## config.mk

```make
export PLATFORM = sky130hd
export DESIGN_NAME = adc_frame_ctrl
export DESIGN_NICKNAME = d
export VERILOG_FILES = /design/src/rtl/adc_frame_ctrl.sv
export SDC_FILE = /design/constraint.sdc
export NUM_CORES = 1
export LEC_CHECK = 0
export CAP_MARGIN = 20
export CORE_MARGIN = 2
export CORE_UTILIZATION = 46
export CTS_BUF_LIST = sky130_fd_sc_hd__clkbuf_16
export CTS_CLUSTER_DIAMETER = 60
export DETAILED_ROUTE_END_ITERATION = 8
export PLACE_DENSITY = 0.75
export RECOVER_POWER = 50
export SLEW_MARGIN = 20
export SYNTH_ARGS = -nofsm -noshare
export SYNTH_HDL_FRONTEND = slang
export SYNTH_SLANG_ARGS = --single-unit
export TNS_END_PERCENT = 10
```

## constraint.sdc

```tcl
create_clock -name CLK -period 1.7 [get_ports CLK]
set_input_delay 0.17 -clock CLK [delete_from_list [all_inputs] [get_ports CLK]]
set_output_delay 0.17 -clock CLK [all_outputs]
set_load 0.01 [all_outputs]
```

## src/rtl/adc_frame_ctrl.sv

```systemverilog
// Serial frame controller for a multichannel SPI ADC: generates CS_n/SCLK/DIN for
// N_CH channel slots per frame and deserialises DOUT into per-channel results.
module adc_frame_ctrl #(
  parameter int N_CH = 2,
  parameter int DATA_W = 12,
  parameter int SLOT_BITS = 24,
  parameter int HALF_PER = 1,
  parameter logic [3*N_CH-1:0] CH_ADDR = {3'b101, 3'b001}
) (
  input  logic                     CLK,
  input  logic                     RST_n,
  input  logic                     Enable,
  input  logic                     start,
  input  logic                     cont,
  input  logic                     mode8,
  input  logic                     ser_dfr,
  input  logic [1:0]               pd,
  input  logic                     ADC_DOUT,
  output logic                     ADC_CS_n,
  output logic                     ADC_SCLK,
  output logic                     ADC_DIN,
  output logic                     busy,
  output logic                     data_valid,
  output logic [2:0]               ch_idx,
  output logic [DATA_W-1:0]        data,
  output logic [N_CH*DATA_W-1:0]   results
);

  localparam int BW = $clog2(SLOT_BITS);
  localparam int CW = (N_CH > 1) ? $clog2(N_CH) : 1;
  localparam int HW = (HALF_PER > 1) ? $clog2(HALF_PER) : 1;
  localparam logic [BW-1:0] B_LAST  = BW'(SLOT_BITS - 1);
  localparam logic [BW-1:0] B_FIRST = BW'(9);
  localparam logic [BW-1:0] B_FIN   = BW'(8 + DATA_W);
  localparam logic [CW-1:0] C_LAST  = CW'(N_CH - 1);
  localparam logic [HW-1:0] H_LAST  = HW'(HALF_PER - 1);

  typedef enum logic [1:0] {IDLE, ACTIVE, GAP} state_t;

  state_t              state;
  logic [HW-1:0]       h, h_nx;
  logic                ph, ph_nx;
  logic [BW-1:0]       b, b_nx;
  logic [CW-1:0]       c, c_nx;
  logic                frame_end, smp_edge, launch;
  logic [DATA_W-1:0]   shift_p0;
  logic                vld_p0;
  logic [CW-1:0]       ch_p0;
  logic [DATA_W-1:0]   result_p1;

  function automatic logic [7:0] ctrl_word(input logic [CW-1:0] ch, input logic m8,
                                           input logic sd, input logic [1:0] p);
    return {1'b1, CH_ADDR[3*int'(ch) +: 3], m8, sd, p};
  endfunction

  // Only the first eight bits of a slot carry the control word; the rest are zero.
  function automatic logic din_bit(input logic [CW-1:0] ch, input logic [BW-1:0] bit_n,
                                   input logic m8, input logic sd, input logic [1:0] p);
    logic [7:0] w;
    w = ctrl_word(ch, m8, sd, p);
    if (bit_n[BW-1:3] != '0) return 1'b0;
    return w[~bit_n[2:0]];
  endfunction

  function automatic logic [DATA_W-1:0] fmt_result(input logic [DATA_W-1:0] raw,
                                                   input logic m8);
    logic [DATA_W-1:0] mask;
    mask = {DATA_W{1'b1}} << (DATA_W - 8);
    return m8 ? (raw & mask) : raw;
  endfunction

  always_comb begin
    h_nx      = h + 1'b1;
    ph_nx     = ph;
    b_nx      = b;
    c_nx      = c;
    frame_end = 1'b0;
    if (h == H_LAST) begin
      h_nx  = '0;
      ph_nx = ~ph;
      if (ph) begin
        if (b == B_LAST) begin
          b_nx = '0;
          if (c == C_LAST) frame_end = 1'b1;
          else             c_nx = c + 1'b1;
        end else begin
          b_nx = b + 1'b1;
        end
      end
    end
  end

  assign smp_edge  = ph && (h == H_LAST);
  assign launch    = ((state == IDLE) && (start || cont)) || ((state == GAP) && cont);
  assign result_p1 = fmt_result(shift_p0, mode8);

  // p0: DOUT deserialiser, sampled on the last CLK of each SCLK-high half
  always_ff @(posedge CLK) begin
    if (state == ACTIVE && Enable && smp_edge && b >= B_FIRST && b <= B_FIN)
      shift_p0 <= {shift_p0[DATA_W-2:0], ADC_DOUT};
  end

  // p1: frame sequencing, pin drive and result publication
  always_ff @(posedge CLK or negedge RST_n) begin
    if (!RST_n) begin
      state      <= IDLE;
      h          <= '0;
      ph         <= 1'b0;
      b          <= '0;
      c          <= '0;
      vld_p0     <= 1'b0;
      ch_p0      <= '0;
      ADC_CS_n   <= 1'b1;
      ADC_SCLK   <= 1'b0;
      ADC_DIN    <= 1'b0;
      busy       <= 1'b0;
      data_valid <= 1'b0;
      ch_idx     <= '0;
      data       <= '0;
      results    <= '0;
    end else begin
      data_valid <= 1'b0;
      vld_p0     <= 1'b0;
      if (!Enable) begin
        state    <= IDLE;
        h        <= '0;
        ph       <= 1'b0;
        b        <= '0;
        c        <= '0;
        ADC_CS_n <= 1'b1;
        ADC_SCLK <= 1'b0;
        ADC_DIN  <= 1'b0;
        busy     <= 1'b0;
      end else begin
        if (vld_p0) begin
          data_valid                          <= 1'b1;
          ch_idx                              <= 3'(ch_p0);
          data                                <= result_p1;
          results[int'(ch_p0)*DATA_W +: DATA_W] <= result_p1;
        end
        if (launch) begin
          state    <= ACTIVE;
          h        <= '0;
          ph       <= 1'b0;
          b        <= '0;
          c        <= '0;
          ADC_CS_n <= 1'b0;
          ADC_SCLK <= 1'b0;
          ADC_DIN  <= din_bit('0, '0, mode8, ser_dfr, pd);
          busy     <= 1'b1;
        end else if (state == ACTIVE) begin
          if (smp_edge && b == B_FIN) begin
            vld_p0 <= 1'b1;
            ch_p0  <= c;
          end
          if (frame_end) begin
            state    <= GAP;
            h        <= '0;
            ph       <= 1'b0;
            b        <= '0;
            c        <= '0;
            ADC_CS_n <= 1'b1;
            ADC_SCLK <= 1'b0;
            ADC_DIN  <= 1'b0;
            busy     <= 1'b0;
          end else begin
            h        <= h_nx;
            ph       <= ph_nx;
            b        <= b_nx;
            c        <= c_nx;
            ADC_SCLK <= ph_nx;
            ADC_DIN  <= din_bit(c_nx, b_nx, mode8, ser_dfr, pd);
          end
        end else begin
          state <= IDLE;
        end
      end
    end
  end

endmodule

```

==> flow_summary.json, run 1 <==
{
  "max_freq_ghz": 0.5722,
  "violations": "setup timing",
  "vdd_drop_max_mv": 0.6651,
  "cp-startpoint": "b[1]",
  "die_h_um": 80.28,
  "yosys_most_used_dff": "dfrtp_1",
  "synth_cells": 206,
  "p_total_uw": 3654,
  "endpoint_kind": "register",
  "grt_pass1_vias": 2009,
  "initial_core_util": 0.4801,
  "ys_types": 49,
  "drt-vias-per-instance": 5.119,
  "regToRegStartpoint": "b[1]",
  "maxCapViolCount": 0,
  "grt_use_total": 0.1955,
  "ys_ff_latch": 64,
  "leakage_uw": 0.001712,
  "async_reset_ff_frac": 0.8125,
  "intPower_uw": 2908,
  "fin_nets": 306,
  "grt_pass1_wl_um": 9439,
  "finClkSkew_ns": 0.004499,
  "dr.first_iter.drc_count": 103,
  "setup_viol": 1,
  "critPathMaxFanout": 5,
  "synth_mux_area_frac": 0.1295,
  "switching_share": 0.2041,
  "first_pass_iters": 4,
  "vias": 1894,
  "die-area_um2": 6444,
  "pwr-share-seq": 0.440,
  "clkTransAtPathRegs_ns": 0.05,
  "synth_edf_count": 12,
  "layout-area-overhead-vs-synth_pct": 42.26,
  "relSlewSlack": 0.2540,
  "ctsLongestPathBuffers": 2,
  "antenna_found_initial": 0,
  "synth_top_family_by_area": "multiplexers",
  "fillers": 403,
  "final_cells": 370,
  "cts_tree": "built",
  "dp_hpwl_um": 3870,
  "pwr-share-clk": 0.493,
  "yosys.area_share.simple": 0.1085,
  "cts-root-buf": "clkbuf_16",
  "period_share": 1.028,
  "status": "finished with violations",
  "htree_levels": 3,
  "hold_path_class": "reg -> reg",
  "power_density_nw_per_um2": 959.7,
  "rows": 27,
  "cp.arrival_ns": 1.94,
  "gp_congestion": 0.8660,
  "drt_wl_total_um": 5698,
  "synth.top_cell.area_share": 0.4769,
  "grt-ovfl-total": 0,
  "worst_slew_pin_slew_ns": 1.119,
  "power.switching_uw": 745.9,
  "synth.area.top_cells": "dfrtp_1 48%, edfxtp_1 13%, mux2_2 9.7%",
  "synth_largest_area_cell": "dfrtp_1",
  "synthAdderAreaFrac": 0.01403,
  "avgSynthCellArea_um2": 12.99,
  "dp_cells": 341,
  "clk_latency_ns": 0.32,
  "slew_viol_final": 0,
  "netlist_area_um2": 2676,
  "drive_gt1_frac": 0.2953,
  "path_class": "reg -> reg",
  "numPortBuffers": 51,
  "final_util": 0.6831,
  "synth-xor-area-share": 0.003273,
  "ant_nets": 0,
  "worstHoldStart": "shift_p0[1]",
  "worst_slack_ns": -0.04777,
  "final-hold-violation-count": 0,
  "worst_ep_required_time_ns": 1.90,
  "numCtsBuffers": 9,
  "ys_seq_area_frac": 0.6213,
  "io_pins": 54,
  "p_comb_frac": 0.066,
  "rsz0062_at_grt": "yes",
  "cp-start-kind": "register",
  "reg2reg_setup_slack_ns": -0.05,
  "drc": 0,
  "cts.sinks": 64,
  "diodes": 0,
  "core_um2": 5574,
  "synth_warnings": 0,
  "dieWidth_um": 80.28,
  "wl_per_cell_um": 15.40,
  "synth_compound_area_frac": 0.08602,
  "fin_crit_ns": 1.748,
  "grt_max_degree": 23,
  "tns_ns": -0.04777
}
registers in the layout, summed over array words and instances (netlist names), 2 cells and up:
signal,flops
b,5
data,12
state,2
shift_p0,12
results,24
kinds of logic (layout without fill, tap and decap cells):
kind of cell,count (synthesis),count (layout)
xor+xnor,1,1
other cells,1,2
mux,29,29
flops,64,64
simple gates,54,54
buf+inv,16,107
fa+ha+maj,3,3
compound gates,38,38
power by group through the flow:
| stage | registers, µW | clock network, µW | logic, µW |
|---|---|---|---|
| detailed placement | 1630 | 0 | 213 |
| global placement | 1630 | 0 | 208 |
| finish | 1610 | 1800 | 242 |
| floorplan | 1630 | 0 | 99.8 |
| CTS | 1600 | 1820 | 238 |
| global route | 1610 | 1910 | 263 |
metrics by stage:
| stage | hold slack [ns] | cell area (µm²) | setup WS, ns |
|---|---|---|---|
| finish | 0.4569 | 3807 | -0.04777 |
| global route | 0.4702 | 3807 | -0.09864 |
| CTS | 0.3409 | 3777 | -0.03689 |
| detailed placement | 0.1453 | 3368 | -0.04962 |
| global placement | 0.1438 | 3368 | 0.02076 |
| floorplan | -0.1256 | 2680 | 0.004028 |
area by class of cell:
| class | count | area [µm²] | share of cell area |
|---|---|---|---|
| flip-flops and latches | 64 | 1667 | 0.4377 |
| multi-input cells | 127 | 962.2 | 0.2527 |
| repair buffers | 84 | 762.0 | 0.2001 |
| clock buffers | 10 | 250.2 | 0.06572 |
| well taps | 72 | 90.09 | 0.02366 |
| clock inverters | 6 | 50.05 | 0.01314 |
| inverters | 7 | 26.28 | 0.006901 |
per-layer routing:
metal / global-route usage / share of wire / up-vias
met1: 0.2377 / 0.44 / 930
met3: 0.04831 / 0.036 / 13
met2: 0.3342 / 0.51 / 48
met5: 0 / 0 / -
li1: - / - / 903
met4: 0.07627 / 0.020 / 0
repair_timing:
item,CTS,global route
pin swaps,2,7
hold endpoints to repair,18,0
hold buffers,1,0
gates resized for setup,5,9
buffers inserted,11,1
endpoints found under the setup margin,2,14
critical path: stages (launching register included):
cell	delay [ns]
dfrtp_2	0.45
inv_2	0.10
ha_4	0.20
mux2_4	0.27
buf_6	0.13
nor2_2	0.08
mux2i_1	0.07
o211ai_1	0.24
a211oi_2	0.10
worst paths after layout:
check | depth (start not counted) | endpoint
max reg2reg | 8 | ADC_DIN
max | 8 | ADC_DIN
min in group asynchronous | 2 | data[4]
min | 0 | shift_p0[2]
min reg2reg | 0 | shift_p0[2]
max in group asynchronous | 3 | results[10]
synth_stat cells (all sizes together) (2+ instances only):
cell and instances:
nor2 7, ha 3, buf 8, o22ai 2, o21ai 20, nand3 3, nand2 23, mux2i 2
and2 2, a31oi 2, edfxtp 12, mux2 26, inv 7, nand2b 5, nor2b 3, dfrtp 51
o21a 2, and3 3, a211oi 2, a21oi 4
cells in the final DEF, fill, tap and decap left out, drive strengths merged, types with 2 or more instances in the layout:
master / instances
dfrtp: 51
clkdlybuf4s50: 48
buf: 27
mux2: 26
nand2: 23
o21ai: 20
clkbuf: 16
edfxtp: 12
inv: 10
nor2: 7
nand2b: 5
a21oi: 4
nand3: 3
dlygate4sd3: 3
and3: 3
nor2b: 3
ha: 3
o22ai: 2
a31oi: 2
o21a: 2
mux2i: 2
conb: 2
and2: 2
a211oi: 2
clkinv: 2
Note: power is estimated with default switching activity, not from simulation.
==> run 2: changes to the inputs <==
SLEW_MARGIN = 30   (was 20)
==> results of run 2 <==
No change in the layout: final DEF, timing and power equal those of run 1.
==> run 3: changes to the inputs <==
SETUP_SLACK_MARGIN = 0.3   (was default)
==> flow_summary.json, run 3 (same netlist as run 1, synthesis figures left out) <==
{
  "dp_cells": 341,
  "worst_slack_ns": -0.04728,
  "rows": 27,
  "max_freq_ghz": 0.5723,
  "cp-start-kind": "register",
  "grt_pass1_wl_um": 9190,
  "ctsLongestPathBuffers": 2,
  "fillers": 402,
  "worst_ep_required_time_ns": 1.79,
  "finClkSkew_ns": 0.003810,
  "layout-area-overhead-vs-synth_pct": 46.47,
  "grt-ovfl-total": 0,
  "antenna_found_initial": 0,
  "maxCapViolCount": 0,
  "numCtsBuffers": 9,
  "dieWidth_um": 80.28,
  "grt_max_degree": 53,
  "clk_latency_ns": 0.32,
  "pwr-share-seq": 0.435,
  "final-hold-violation-count": 0,
  "first_pass_iters": 4,
  "initial_core_util": 0.4801,
  "worst_slew_pin_slew_ns": 1.139,
  "core_um2": 5574,
  "switching_share": 0.1992,
  "die_h_um": 80.28,
  "drt-vias-per-instance": 5.237,
  "hold_path_class": "reg -> reg",
  "fin_nets": 299,
  "htree_levels": 3,
  "violations": "setup timing",
  "vias": 1901,
  "dr.first_iter.drc_count": 125,
  "tns_ns": -0.4118,
  "largest_register": "results",
  "status": "finished with violations",
  "p_comb_frac": 0.063,
  "fin_crit_ns": 1.747,
  "gp_congestion": 0.8512,
  "intPower_uw": 2959,
  "leakage_uw": 0.002129,
  "cts.sinks": 64,
  "io_pins": 54,
  "setup_viol": 13,
  "largestRegisters": "results (24), data (12), shift_p0 (12)",
  "grt_use_total": 0.1915,
  "diodes": 0,
  "drt_wl_total_um": 5588,
  "final_cells": 363,
  "numPortBuffers": 51,
  "critPathMaxFanout": 6,
  "grt_pass1_vias": 1880,
  "power_density_nw_per_um2": 942.6,
  "cts-root-buf": "clkbuf_16",
  "vdd_drop_max_mv": 1.084,
  "rsz0062_at_grt": "yes",
  "wl_per_cell_um": 15.39,
  "drive_gt1_frac": 0.3127,
  "die-area_um2": 6444,
  "period_share": 1.028,
  "layout_common_cells": "46 x dfrtp_1, 22 x mux2_2, 22 x dlymetal6s2s_1",
  "drc": 0,
  "dp_hpwl_um": 3745,
  "path_class": "reg -> reg",
  "largest_register_ffs": 24,
  "relSlewSlack": 0.2408,
  "power.switching_uw": 736.1,
  "layout_commonest_cell": "dfrtp_1",
  "ant_nets": 0,
  "cp.arrival_ns": 1.83,
  "cts_tree": "built",
  "pwr-share-clk": 0.502,
  "clkTransAtPathRegs_ns": 0.05,
  "slew_viol_final": 0,
  "endpoint_kind": "register"
}
[run 3: routing by layer]
| metal | vias up | track usage | part of all wire |
|---|---|---|---|
| li1 | 890 | - | - |
| met1 | 951 | 0.2379 | 0.43 |
| met2 | 48 | 0.3042 | 0.50 |
| met3 | 12 | 0.06966 | 0.052 |
| met4 | 0 | 0.07627 | 0.015 |
| met5 | - | 0 | 0 |
[run 3: through the flow]
| step | worst slack, ns | total power, µW | utilization | cell area (µm²) | hold slack (ns) |
|---|---|---|---|---|---|
| 3_3_place_gp | 0.01304 | 1840 | 0.6110 | 3406 | 0.1793 |
| 2_1_floorplan | 0.02374 | 1729 | - | 2680 | -0.1256 |
| 3_5_place_dp | -0.1246 | 1844 | 0.6110 | 3406 | 0.1824 |
| 6_report | -0.04728 | 3695 | 0.7033 | 3920 | 0.4562 |
| 5_1_grt | -0.1216 | 3844 | 0.7033 | 3920 | 0.4543 |
| 4_1_cts | -0.008712 | 3715 | 0.6792 | 3786 | 0.3761 |
[run 3: worst max-delay path, stage by stage, from the launching register on]
cell and delay (ns):
dfrtp_1 0.41, inv_2 0.08, buf_4 0.13, buf_4 0.13, ha_4 0.16, nor4_4 0.15, o22ai_1 0.11, and3_4 0.19
clkbuf_16 0.15
[run 3: power groups by stage]
stage	clock network, µW	logic, µW	registers (µW)
after CTS	1880	230	1610
after global routing	1980	257	1610
after global placement	0	211	1630
final	1850	233	1610
after detailed placement	0	214	1630
after floorplan	0	99.8	1630
[run 3: area by class of cell]
cell class | count | area, µm² | share of cell area
clock buffer | 9 | 225.2 | 0.05745
clock inverter | 7 | 80.08 | 0.02043
inverter | 7 | 26.28 | 0.006703
multi-input combinational | 127 | 1022 | 0.2608
sequential | 64 | 1669 | 0.4258
tap | 72 | 90.09 | 0.02298
timing repair buffer | 77 | 807.0 | 0.2059
[run 3: repair_timing]
item | in CTS | in global routing
cloned | 0 | 1
endpoints found under the hold margin | 51 | 0
hold buffers | 1 | 0
endpoints found under the setup margin | 23 | 56
resized for setup | 20 | 48
pin swaps | 7 | 11
setup buffers | 3 | 1
[run 3: worst paths after layout]
kind / startpoint / end / slack [ns] / cells past startpoint
max in group asynchronous: RST_n / b[0] / 0.23 / 3
max: b[1] / shift_p0[7] / -0.05 / 8
max reg2reg: b[1] / shift_p0[7] / -0.05 / 8
min in group asynchronous: RST_n / busy / 0.70 / 3
min reg2reg: shift_p0[0] / shift_p0[1] / 0.46 / 0
min: shift_p0[0] / shift_p0[1] / 0.46 / 0
